--- src/rtl/mem_port_arbiter.sv ---
// mem_port_arbiter
// Shares one single-port synchronous memory between instruction fetch (IF)
// and the MEM-stage load/store path. Each access is a one-cycle chip-select
// followed by a fixed wait of MEM_LAT edges (loads/fetches) or one edge
// (stores). The stall output holds every stage register until every request
// of the current pipeline cycle has been served.
//
// Ports:
//   clk, rst                 clock, asynchronous active-high reset
//   if_req/if_addr           fetch request and address
//   if_rdata/if_done         registered fetched word, one-cycle completion pulse
//   dm_req/dm_we/dm_addr/dm_wdata  MEM-stage request (dm_we==0 means load)
//   dm_rdata/dm_done         registered load data, one-cycle completion pulse
//   mem_cs/mem_we/mem_addr/mem_wdata  registered memory command
//   mem_rdata                memory read data
//   stall_pipe               combinational pipeline stall
module mem_port_arbiter #(
    parameter int addrWidth = 15,
    parameter int MEM_LAT   = 2
) (
    input  logic                 clk,
    input  logic                 rst,
    input  logic                 if_req,
    input  logic [addrWidth-1:0] if_addr,
    output logic [31:0]          if_rdata,
    output logic                 if_done,
    input  logic                 dm_req,
    input  logic [3:0]           dm_we,
    input  logic [addrWidth-1:0] dm_addr,
    input  logic [31:0]          dm_wdata,
    output logic [31:0]          dm_rdata,
    output logic                 dm_done,
    output logic                 mem_cs,
    output logic [3:0]           mem_we,
    output logic [addrWidth-1:0] mem_addr,
    output logic [31:0]          mem_wdata,
    input  logic [31:0]          mem_rdata,
    output logic                 stall_pipe
);

    typedef enum logic [1:0] {
        IDLE    = 2'd0,
        BUSY_DM = 2'd1,
        BUSY_IF = 2'd2
    } state_t;

    localparam logic [2:0] LAT_C = 3'(MEM_LAT);

    state_t     state_r;
    logic [2:0] cnt_r;
    logic       if_served_r;
    logic       dm_served_r;
    logic       if_pend_s;
    logic       dm_pend_s;
    logic       stall_s;

    // Outstanding-request detection and the pipeline stall; stall is forced
    // low while reset is asserted so every output reads zero during reset.
    always_comb begin
        if_pend_s = 1'b0;
        dm_pend_s = 1'b0;
        stall_s   = 1'b0;
        if_pend_s = if_req & ~if_served_r;
        dm_pend_s = dm_req & ~dm_served_r;
        if (rst) begin
            stall_s = 1'b0;
        end else begin
            stall_s = if_pend_s | dm_pend_s;
        end
    end

    assign stall_pipe = stall_s;

    // Arbitration FSM, access sequencing, response capture and served flags.
    always_ff @(posedge clk or posedge rst) begin
        if (rst) begin
            state_r     <= IDLE;
            cnt_r       <= 3'd0;
            if_served_r <= 1'b0;
            dm_served_r <= 1'b0;
            mem_cs      <= 1'b0;
            mem_we      <= 4'b0000;
            mem_addr    <= '0;
            mem_wdata   <= 32'h0000_0000;
            if_rdata    <= 32'h0000_0000;
            dm_rdata    <= 32'h0000_0000;
            if_done     <= 1'b0;
            dm_done     <= 1'b0;
        end else begin
            // Chip select and done flags are single-cycle pulses.
            mem_cs  <= 1'b0;
            if_done <= 1'b0;
            dm_done <= 1'b0;
            case (state_r)
                IDLE: begin
                    // DM wins a tie: it belongs to the older instruction.
                    if (dm_pend_s) begin
                        state_r   <= BUSY_DM;
                        mem_cs    <= 1'b1;
                        mem_we    <= dm_we;
                        mem_addr  <= dm_addr;
                        mem_wdata <= dm_wdata;
                        cnt_r     <= LAT_C;
                    end else if (if_pend_s) begin
                        state_r   <= BUSY_IF;
                        mem_cs    <= 1'b1;
                        mem_we    <= 4'b0000;
                        mem_addr  <= if_addr;
                        mem_wdata <= 32'h0000_0000;
                        cnt_r     <= LAT_C;
                    end else begin
                        state_r <= IDLE;
                    end
                end
                BUSY_DM: begin
                    // mem_we still holds the latched enables: a store finishes
                    // one edge after its chip-select cycle, a load waits MEM_LAT.
                    if ((mem_we != 4'b0000) || (cnt_r == 3'd1)) begin
                        if (mem_we == 4'b0000) begin
                            dm_rdata <= mem_rdata;
                        end else begin
                            dm_rdata <= dm_rdata;
                        end
                        dm_done     <= 1'b1;
                        dm_served_r <= 1'b1;
                        cnt_r       <= 3'd0;
                        state_r     <= IDLE;
                    end else begin
                        cnt_r <= cnt_r - 3'd1;
                    end
                end
                BUSY_IF: begin
                    if (cnt_r == 3'd1) begin
                        if_rdata    <= mem_rdata;
                        if_done     <= 1'b1;
                        if_served_r <= 1'b1;
                        cnt_r       <= 3'd0;
                        state_r     <= IDLE;
                    end else begin
                        cnt_r <= cnt_r - 3'd1;
                    end
                end
                default: begin
                    state_r <= IDLE;
                    cnt_r   <= 3'd0;
                end
            endcase
            // The pipeline advances at this edge: a new cycle's requests start
            // unserved. Placed last so it overrides a same-edge completion of a
            // requester that already dropped its request.
            if (!stall_s) begin
                if_served_r <= 1'b0;
                dm_served_r <= 1'b0;
            end
        end
    end

endmodule

--- config.mk ---
export PLATFORM = sky130hd
export DESIGN_NAME = mem_port_arbiter
export DESIGN_NICKNAME = d
export VERILOG_FILES = /design/src/rtl/mem_port_arbiter.sv
export SDC_FILE = /design/constraint.sdc
export NUM_CORES = 1
export LEC_CHECK = 0
export ABC_AREA = 1
export CORE_ASPECT_RATIO = 0.75
export CORE_MARGIN = 3
export CORE_UTILIZATION = 43
export CTS_CLUSTER_SIZE = 28
export DETAILED_ROUTE_END_ITERATION = 8
export PLACE_DENSITY_LB_ADDON = 0.25
export SYNTH_ARGS = -nofsm -noshare
export SYNTH_HDL_FRONTEND = slang
export SYNTH_SLANG_ARGS = --single-unit
--- constraint.sdc ---
create_clock -name clk -period 4.59 [get_ports clk]
set_input_delay 0.459 -clock clk [delete_from_list [all_inputs] [get_ports clk]]
set_output_delay 0.459 -clock clk [all_outputs]
set_load 0.01 [all_outputs]
==> qor.yml, run 1 <==
run_status: "finished, final reports clean"
final_area_um2: 8130
place.gp.congestion: 0.793
cpMaxStageDelayCell: "clkdlybuf4s50_1"
r2r_start: "state_r[0]$_DFFE_PP0P_"
worstSkewPairLatency_ps: 410
r2r.worst_path.cells: 6
synthesis.yosys.warnings: 0
worstPathCellList: "clkdlybuf4s50_1 > nand2_2 > nand2_1 > inv_2 > nor2_1 > clkdlybuf4s50_1"
slew_viol_final: 0
net-switching-power_w: 0.00195
synth_top_area_share_pct: 59.4
maxCapViolations: 0
tritoncts_num_sinks: 125
timing.critical_path.from: "dm_req"
syn2layout_area_growth_pct: 54.5
path_delay_family: "buffers and inverters"
cts_root_buffer: "clkbuf_16"
criticalPathCategory: "in2out"
clkTransAtPathRegs_ps: 60
postSynthNetCount: 660
syn_avg_cell_area_um2: 9.47
rsz0062_at_grt: "false"
post-dp-hpwl_mm: 10.1
timing.clock.skew_ps: 10.0
largest_net_degree_at_the_start_of_global_routing: 55
hold_class: "reg2reg"
sequentialPowerShare_pct: 33.5
detail-route-antenna-nets: 0
crit_path_frequent_cell: "clkdlybuf4s50_1"
crit_path_dat_ps: 2390
cp_data_required_time_ps: 4130
fin_total_pwr_w: 0.00571
postCtsHoldBufs: 0
regToRegEndpoint: "mem_addr[5]$_DFFE_PP0P_"
cts.path.max_buffers: 2
number_of_hold_violations_in_the_final_report: 0
starting_density_of_the_core_pct: 44.7
h-tree-depth: 4
finalWorstPathRequiredPeriod_ps: 2850
drc_errors_left: 0
measured_slew_at_the_worst_slew_check_pin_ps: 1070
post-route-worst-setup-slack_ps: 1740
tritoncts_clock_tree: "built"
detail_route.vias_per_cell: 4.98
cts_inserted_buffers: 17
boundaryPins: 221
dpl_cell_area_um2: 7490
final_min_period_over_clock_period_pct: 62.0
most-common-layout-cells: "220 x clkdlybuf4s50_1, 155 x nand2_1, 125 x dfrtp_1"
grt_remaining_overflow: 0
post_synth_num_cell_types: 28
detail_route.first_pass.iterations: 5
nFillCells: 895
grt_pass1_vias: 4694
max_slew_margin_pct: 28.6
io_buffers: 220
grt_first_pass_wirelength_mm: 23.4
postCtsResizedCells: 0
insertedDiodeCount: 0
pleak_nw: 3.79
tns_ps: 0
path_depth: 6
power.clock.fraction_pct: 25.2
grt_use_total_pct: 21.7
timing.final.setup_violations: 0
comb_power_share_pct: 41.2
dieArea_um2: 13600
worst_setup_path_start_kind: "input port"
finalNetCount: 869
die_height_um: 102
layout.cells.most_common: "clkdlybuf4s50_1"
postCtsSetupBuffers: 0
power.internal_w: 0.00376
worst-path-buf-inv: 3
netlist.top_cell.by_area: "dfrtp_1"
initial_antenna_violation_count: 0
placement.setup.worst_slack_ps: 1730
core_area_um2: 11800
instance_count_of_the_mapped_netlist: 556
fin_hold_ws_ps: 471
clock.fmax_ghz: 0.351
row_count: 34
detailroute.via_count: 4684
rrSetupSlack_ps: 1980
sw_frac_of_total_pct: 34.2
die_w_um: 134
worstSetupEndpointType: "output pin"
iteration_0_drc_markers: 169
yosys-top-cells-area: "dfrtp_1 59%, nand2_1 11%, nand3_1 5.3%, o21ai_2 3.3%, o21ai_0 3.2%"
ir_drop_uv: 357
ys_seq_area_share_pct: 59.4
worstSetupEndpoint: "stall_pipe"
post_route_cells_drive_above_1_share_pct: 12.0
timing.critical_path.fanout_max: 40
syn-cell-area_um2: 5270
routed_wl_mm: 14.6
number_of_synthesized_register_bits: 125
max_stage_delay_ps: 530
power-per-cell-area_nw_per_um2: 702
wl_per_cell_um: 15.5
==> sequential cells by signal (all words and copies together) (netlist names) <==
register     flops
mem_cs           1
if_rdata        32
dm_done          1
if_served_r      1
if_done          1
mem_wdata       32
mem_addr        15
cnt_r            3
mem_we           4
state_r          2
dm_served_r      1
dm_rdata        32
==> cells in the mapped netlist, drive strengths merged <==
cell    count
clkbuf     10
xor2        1
ha          2
buf        24
clkinv      1
o32ai       1
dfrtp     125
a21oi       2
nand2     176
nor2       25
o21ai      76
inv        39
a31oi      15
o22ai       1
nand3      56
o211ai      2
==> layer usage <==
| layer | part of all wire (%) | global-route usage [%] | up-vias |
|---|---|---|---|
| li1 | - | - | 2216 |
| met4 | 1.6 | 7.11 | 0 |
| met1 | 42 | 27.9 | 2258 |
| met3 | 7.7 | 7.04 | 21 |
| met5 | 0 | 0 | - |
| met2 | 49 | 35.5 | 189 |
==> kinds of logic (layout without fill, tap and decap cells) <==
family,count (synthesis),after routing,synth area share (%)
adders and majority gates,2,2,0.475
and+or+nand+nor,257,257,21.8
AOI/OAI and AO/OA,97,97,11.3
DFF,125,125,59.4
buffers and inverters,74,296,6.87
xor gates and xnor gates,1,1,0.166
==> power groups by stage <==
stage | Combinational [W] | Sequential, W | Clock, W
final | 0.00235 | 0.00192 | 0.00144
after global routing | 0.00257 | 0.00197 | 0.00152
after CTS | 0.00239 | 0.00192 | 0.00146
after detailed placement | 0.00237 | 0.00192 | 0
after global placement | 0.00231 | 0.00190 | 0
after floorplan | 0.000878 | 0.00212 | 0
==> worst min-delay path, stage by stage, from the launching register on <==
cell,delay (ps)
dfrtp_1,340
nand2_1,50
nand2_1,50
==> final cells by class <==
class / count / area [um^2] / area share, %
clock buffers: 19 / 453 / 5.57
clock inverters: 13 / 189 / 2.32
inverters: 40 / 153 / 1.88
multi-input cells: 357 / 1780 / 21.8
flip-flops and latches: 125 / 3130 / 38.5
well taps: 162 / 203 / 2.49
repair buffers: 224 / 2230 / 27.4
==> how the worst min path moves through the flow <==
stage / from / end / slack, ps / cells after the start
after CTS: dm_rdata[18]$_DFFE_PP0P_ / dm_rdata[18]$_DFFE_PP0P_ / 470 / 2
after detailed placement: dm_rdata[18]$_DFFE_PP0P_ / dm_rdata[18]$_DFFE_PP0P_ / 460 / 2
after global placement: if_rdata[21]$_DFFE_PP0P_ / if_rdata[21]$_DFFE_PP0P_ / 450 / 2
after floorplan: cnt_r[1]$_DFFE_PP0P_ / cnt_r[1]$_DFFE_PP0P_ / 480 / 2
final: dm_rdata[18]$_DFFE_PP0P_ / dm_rdata[18]$_DFFE_PP0P_ / 470 / 2
after global routing: dm_rdata[23]$_DFFE_PP0P_ / dm_rdata[23]$_DFFE_PP0P_ / 500 / 2
==> per-stage QoR <==
stage	cells	utilization, %
2_1_floorplan	556	-
5_1_grt	940	69.0
3_3_place_gp	908	63.6
4_1_cts	940	69.0
3_5_place_dp	908	63.6
6_report	940	69.0
No activity file was read; power rests on OpenSTA's default activity.
==> run 2, diff against run 1 <==
CORE_UTILIZATION = 39   (was 43)
clock period = 2.4 ns   (was 4.59 ns; I/O delays follow)
==> qor.yml, run 2 (same netlist as run 1, synthesis figures left out) <==
cts_root_buffer: "clkbuf_16"  # unchanged
insertedDiodeCount: 0  # unchanged
largest_net_degree_at_the_start_of_global_routing: 126  # was 55
initial_antenna_violation_count: 0  # unchanged
fin_hold_ws_ps: 395  # was 471 ps
worstPathCellList: "inv_1 > nand2_1 > nand2_1 > inv_2 > nor2_1 > clkdlybuf4s50_1"  # was clkdlybuf4s50_1 > nand2_2 > nand2_1 > inv_2 > nor2_1 > clkdlybuf4s50_1
row_count: 36  # was 34
routed_wl_mm: 14.4  # was 14.6 mm
cpMaxStageDelayCell: "clkdlybuf4s50_1"  # unchanged
postCtsHoldBufs: 0  # unchanged
power.internal_w: 0.00697  # was 0.00376 W
layout.cells.most_common: "clkdlybuf4s50_1"  # unchanged
maxCapViolations: 0  # unchanged
crit_path_dat_ps: 1810  # was 2390 ps
tritoncts_num_sinks: 125  # unchanged
grt_pass1_vias: 4597  # was 4694
post-route-worst-setup-slack_ps: 351  # was 1740 ps
detailroute.via_count: 4614  # was 4684
syn2layout_area_growth_pct: 54.9  # was 54.5%
starting_density_of_the_core_pct: 40.2  # was 44.7%
cp_data_required_time_ps: 2160  # was 4130 ps
path_delay_family: "buffers and inverters"  # unchanged
grt_use_total_pct: 19.7  # was 21.7%
place.gp.congestion: 0.809  # was 0.793
sequentialPowerShare_pct: 34.2  # was 33.5%
max_slew_margin_pct: 43.8  # was 28.6%
drc_errors_left: 0  # unchanged
pleak_nw: 3.80  # was 3.79 nW
number_of_hold_violations_in_the_final_report: 0  # unchanged
slew_viol_final: 0  # unchanged
h-tree-depth: 4  # unchanged
ir_drop_uv: 628  # was 357 uV
power.clock.fraction_pct: 23.1  # was 25.2%
postCtsSetupBuffers: 0  # unchanged
grt_first_pass_wirelength_mm: 23.5  # was 23.4 mm
detail_route.vias_per_cell: 4.83  # was 4.98
cts_inserted_buffers: 17  # unchanged
measured_slew_at_the_worst_slew_check_pin_ps: 843  # was 1070 ps
die_w_um: 140  # was 134 um
most-common-layout-cells: "220 x clkdlybuf4s50_1, 155 x nand2_1, 125 x dfrtp_1"  # unchanged
detail-route-antenna-nets: 0  # unchanged
comb_power_share_pct: 42.6  # was 41.2%
wl_per_cell_um: 15.0  # was 15.5 um
tns_ps: 0  # unchanged
crit_path_frequent_cell: "nand2_1"  # was clkdlybuf4s50_1
postCtsResizedCells: 0  # unchanged
placement.setup.worst_slack_ps: 448  # was 1730 ps
worst-path-buf-inv: 3  # unchanged
timing.final.setup_violations: 0  # unchanged
boundaryPins: 221  # unchanged
dieArea_um2: 14900  # was 13600 um^2
max_stage_delay_ps: 550  # was 530 ps
grt_remaining_overflow: 0  # unchanged
timing.critical_path.fanout_max: 13  # was 40
worstSetupEndpointType: "output pin"  # unchanged
io_buffers: 220  # unchanged
clock.fmax_ghz: 0.488
core_area_um2: 13100  # was 11800 um^2
worstSkewPairLatency_ps: 400  # was 410 ps
net-switching-power_w: 0.00374  # was 0.00195 W
post-dp-hpwl_mm: 10.2  # was 10.1 mm
final_min_period_over_clock_period_pct: 85.4
tritoncts_clock_tree: "built"  # unchanged
die_height_um: 107  # was 102 um
post_route_cells_drive_above_1_share_pct: 12.6  # was 12.0%
finalNetCount: 876  # was 869
sw_frac_of_total_pct: 34.9  # was 34.2%
timing.clock.skew_ps: 10.0  # about the same
reg_top3: "dm_rdata: 32 flops, if_rdata: 32 flops, mem_wdata: 32 flops"  # unchanged
rsz0062_at_grt: "false"  # unchanged
criticalPathCategory: "reg2out"  # was in2out
worst_setup_path_start_kind: "flip-flop"  # was input port
iteration_0_drc_markers: 277  # was 169
finalWorstPathRequiredPeriod_ps: 2050
run_status: "finished, final reports clean"  # unchanged
clkTransAtPathRegs_ps: 60  # about the same
nFillCells: 1061  # was 895
cts.path.max_buffers: 2  # unchanged
power-per-cell-area_nw_per_um2: 1310  # was 702 nW/um^2
detail_route.first_pass.iterations: 4  # was 5
hold_class: "in2reg"  # was reg2reg
==> run 2: cell count changes in the layout (fill, tap and decap cells not counted), sizes merged <==
cell    delta
buf        +7
bufinv     -2
clkbuf     -1
clkinv     +3
==> run 2: metal layers <==
metal / vias up / track usage (%) / part of all wire [%]
met5: - / 0 / 0
met4: 0 / 6.15 / 0.97
met3: 9 / 7.36 / 8.1
met2: 178 / 30.2 / 46
met1: 2193 / 26.1 / 45
li1: 2234 / - / -
==> run 2: power groups by stage <==
stage | logic [W] | registers (W) | clock network [W]
2_1_floorplan | 0.00168 | 0.00405 | 0
3_3_place_gp | 0.00452 | 0.00365 | 0
3_5_place_dp | 0.00462 | 0.00368 | 0
4_1_cts | 0.00463 | 0.00367 | 0.00253
5_1_grt | 0.00499 | 0.00379 | 0.00265
6_report | 0.00457 | 0.00367 | 0.00248
==> run 2: area by class of cell <==
type / count / area [um^2] / share of cell area (%)
flip-flops and latches: 125 / 3130 / 38.3
repair buffers: 231 / 2310 / 28.3
multi-input cells: 357 / 1780 / 21.8
clock buffers: 18 / 429 / 5.26
well taps: 171 / 214 / 2.62
inverters: 40 / 154 / 1.89
clock inverters: 14 / 145 / 1.78
==> run 2: path summary, 6_finish.rpt <==
| check | startpoint | endpoint | slack, ps | depth (start not counted) |
|---|---|---|---|---|
| setup / recovery | if_served_r$_DFFE_PP0P_ | stall_pipe | 350 | 6 |
| hold / removal | dm_wdata[10] | mem_wdata[10]$_DFFE_PP0P_ | 390 | 3 |
| setup reg to reg | cnt_r[0]$_DFFE_PP0P_ | if_rdata[5]$_DFFE_PP0P_ | 500 | 6 |
| hold reg to reg | if_rdata[27]$_DFFE_PP0P_ | if_rdata[27]$_DFFE_PP0P_ | 470 | 2 |
| max in group asynchronous | rst | mem_wdata[14]$_DFFE_PP0P_ | 1430 | 3 |
| min in group asynchronous | rst | dm_rdata[18]$_DFFE_PP0P_ | 460 | 3 |
==> run 2: worst min-delay path, delay by kind of cell <==
family / cells / cell delay, ps
buf+inv: 1 / 400
simple gates: 2 / 130
==> run 2: stage by stage <==
| step | cells | instance area [um^2] | total power (W) | util, % |
|---|---|---|---|---|
| final | 956 | 8160 | 0.0107 | 62.2 |
| after global routing | 956 | 8160 | 0.0114 | 62.2 |
| after CTS | 956 | 8160 | 0.0108 | 62.2 |
| after detailed placement | 924 | 7580 | 0.00831 | 57.8 |
| after global placement | 924 | 7580 | 0.00817 | 57.8 |
| after floorplan | 556 | 5270 | 0.00573 | - |
==> run 3, diff against run 2 <==
CORE_ASPECT_RATIO = 1.1   (was 0.75)
CORE_MARGIN = 2   (was 3)
==> qor.yml, run 3 (same netlist as run 1, synthesis figures left out) <==
post_route_cells_drive_above_1_share_pct: 12.1  # was 12.6%
die_height_um: 126  # was 107 um
maxCapViolations: 0  # unchanged
worst_setup_path_start_kind: "flip-flop"  # unchanged
measured_slew_at_the_worst_slew_check_pin_ps: 873  # was 843 ps
largest_net_degree_at_the_start_of_global_routing: 66  # was 126
grt_first_pass_wirelength_mm: 22.9  # was 23.5 mm
net-switching-power_w: 0.00362  # was 0.00374 W
criticalPathCategory: "reg2out"  # unchanged
final_area_um2: 8160  # about the same
pleak_nw: 3.82  # was 3.80 nW
dpl_cell_area_um2: 7580  # unchanged
power-per-cell-area_nw_per_um2: 1310  # about the same
fin_total_pwr_w: 0.0107  # about the same
rsz0062_at_grt: "false"  # unchanged
reg_top3: "dm_rdata: 32 flops, if_rdata: 32 flops, mem_wdata: 32 flops"  # unchanged
sequentialPowerShare_pct: 34.1  # was 34.2%
worstSkewPairLatency_ps: 410  # was 400 ps
cts.path.max_buffers: 2  # unchanged
place.gp.congestion: 0.766  # was 0.809
comb_power_share_pct: 42.6  # about the same
tns_ps: 0  # unchanged
cts_inserted_buffers: 17  # unchanged
detail_route.vias_per_cell: 4.91  # was 4.83
h-tree-depth: 4  # unchanged
finalNetCount: 876  # unchanged
run_status: "finished, final reports clean"  # unchanged
wl_per_cell_um: 14.8  # was 15.0 um
insertedDiodeCount: 0  # unchanged
postCtsResizedCells: 0  # unchanged
most-common-layout-cells: "220 x clkdlybuf4s50_1, 155 x nand2_1, 125 x dfrtp_1"  # unchanged
syn2layout_area_growth_pct: 55.0  # was 54.9%
hold_class: "in2async"  # was in2reg
finalWorstPathRequiredPeriod_ps: 2050  # about the same
power.clock.fraction_pct: 23.3  # was 23.1%
tritoncts_num_sinks: 125  # unchanged
place.detailed.instances: 914  # was 924
r2r.worst_path.cells: 7  # was 6
drc_errors_left: 0  # unchanged
sw_frac_of_total_pct: 33.9  # was 34.9%
die_w_um: 115  # was 140 um
clkTransAtPathRegs_ps: 60  # about the same
timing.final.setup_violations: 0  # unchanged
row_count: 44  # was 36
layoutNonFillerInstCount: 945  # was 956
slew_viol_final: 0  # unchanged
cp_data_required_time_ps: 2160  # about the same
ir_drop_uv: 489  # was 628 uV
crit_path_dat_ps: 1810  # about the same
power.internal_w: 0.00707  # was 0.00697 W
boundaryPins: 221  # unchanged
timing.clock.skew_ps: 5.18  # was 10.0 ps
layout.cells.most_common: "clkdlybuf4s50_1"  # unchanged
detail_route.first_pass.iterations: 5  # was 4
max_slew_margin_pct: 41.8  # was 43.8%
detailroute.via_count: 4640  # was 4614
number_of_hold_violations_in_the_final_report: 0  # unchanged
grt_pass1_vias: 4608  # was 4597
starting_density_of_the_core_pct: 39.9  # was 40.2%
cts_root_buffer: "clkbuf_16"  # unchanged
tritoncts_clock_tree: "built"  # unchanged
timing.critical_path.fanout_max: 11  # was 13
grt_use_total_pct: 20.0  # was 19.7%
postCtsSetupBuffers: 0  # unchanged
post-dp-hpwl_mm: 9.96  # was 10.2 mm
postCtsHoldBufs: 0  # unchanged
final_min_period_over_clock_period_pct: 85.3  # was 85.4%
io_buffers: 220  # unchanged
detail-route-antenna-nets: 0  # unchanged
core_area_um2: 13200  # was 13100 um^2
iteration_0_drc_markers: 303  # was 277
worstSetupEndpointType: "output pin"  # unchanged
utilization_pct: 61.8  # was 62.2%
routed_wl_mm: 14.0  # was 14.4 mm
grt_remaining_overflow: 0  # unchanged
clock.fmax_ghz: 0.488  # about the same
dieArea_um2: 14400  # was 14900 um^2
initial_antenna_violation_count: 0  # unchanged
==> run 3: cell types whose count changed in the layout (fill, tap and decap cells not counted) <==
cell        previous run  this run
buf_4                  9         8
clkbuf_1               1         4
clkinvlp_4             5         1
clkbuf_8               0         4
buf_12                 2         3
clkinv_4               2         1
clkinv_2               4         3
inv_6                  2         0
==> run 3: cell type report <==
class,instances,area [um^2]
fillers,1153,5050
well taps,161,201
repair buffers,231,2320
inverters,40,154
clock inverters,6,83.8
clock buffers,25,495
flip-flops and latches,125,3130
multi-input cells,357,1780
==> run 3: routing by layer <==
layer / wire length, um / up-vias / part of all wire [%] / GRT usage [%]
met4: 249 / 0 / 1.8 / 8.15
met2: 6710 / 191 / 48 / 31.7
li1: - / 2233 / - / -
met3: 1230 / 19 / 8.8 / 7.07
met5: 0 / - / 0 / 0
met1: 5770 / 2197 / 41 / 24.8
==> run 3: power groups by stage <==
stage	clock [W]	combinational (W)	sequential, W
final	0.00249	0.00456	0.00365
after global routing	0.00265	0.00499	0.00377
after CTS	0.00255	0.00462	0.00366
after detailed placement	0	0.00461	0.00367
after global placement	0	0.00451	0.00364
after floorplan	0	0.00168	0.00405
==> run 3: stage by stage <==
step                setup slack, ps  hold slack, ps
finish                          352             249
global route                    181             262
CTS                             328             236
detailed placement              509             459
global placement                538             454
floorplan                       621             357
==> run 3: worst paths after layout <==
| check | from | endpoint | slack [ps] |
|---|---|---|---|
| worst max-delay path | if_served_r$_DFFE_PP0P_ | stall_pipe | 350 |
| worst min-delay path | rst | mem_addr[10]$_DFFE_PP0P_ | 250 |
| worst max register to register | cnt_r[1]$_DFFE_PP0P_ | if_rdata[29]$_DFFE_PP0P_ | 540 |
| worst min register to register | if_rdata[20]$_DFFE_PP0P_ | if_rdata[20]$_DFFE_PP0P_ | 470 |
| max in group asynchronous | rst | if_rdata[8]$_DFFE_PP0P_ | 1490 |
| min in group clk | dm_we[3] | mem_we[3]$_DFFE_PP0P_ | 390 |
==> run 3: worst max-delay path: stages (launching register included) <==
cell             delay, ps
dfrtp_1                360
inv_1                  100
nand2_1                 80
nand2_1                 80
inv_2                   80
nor2_1                 140
clkdlybuf4s50_1        560
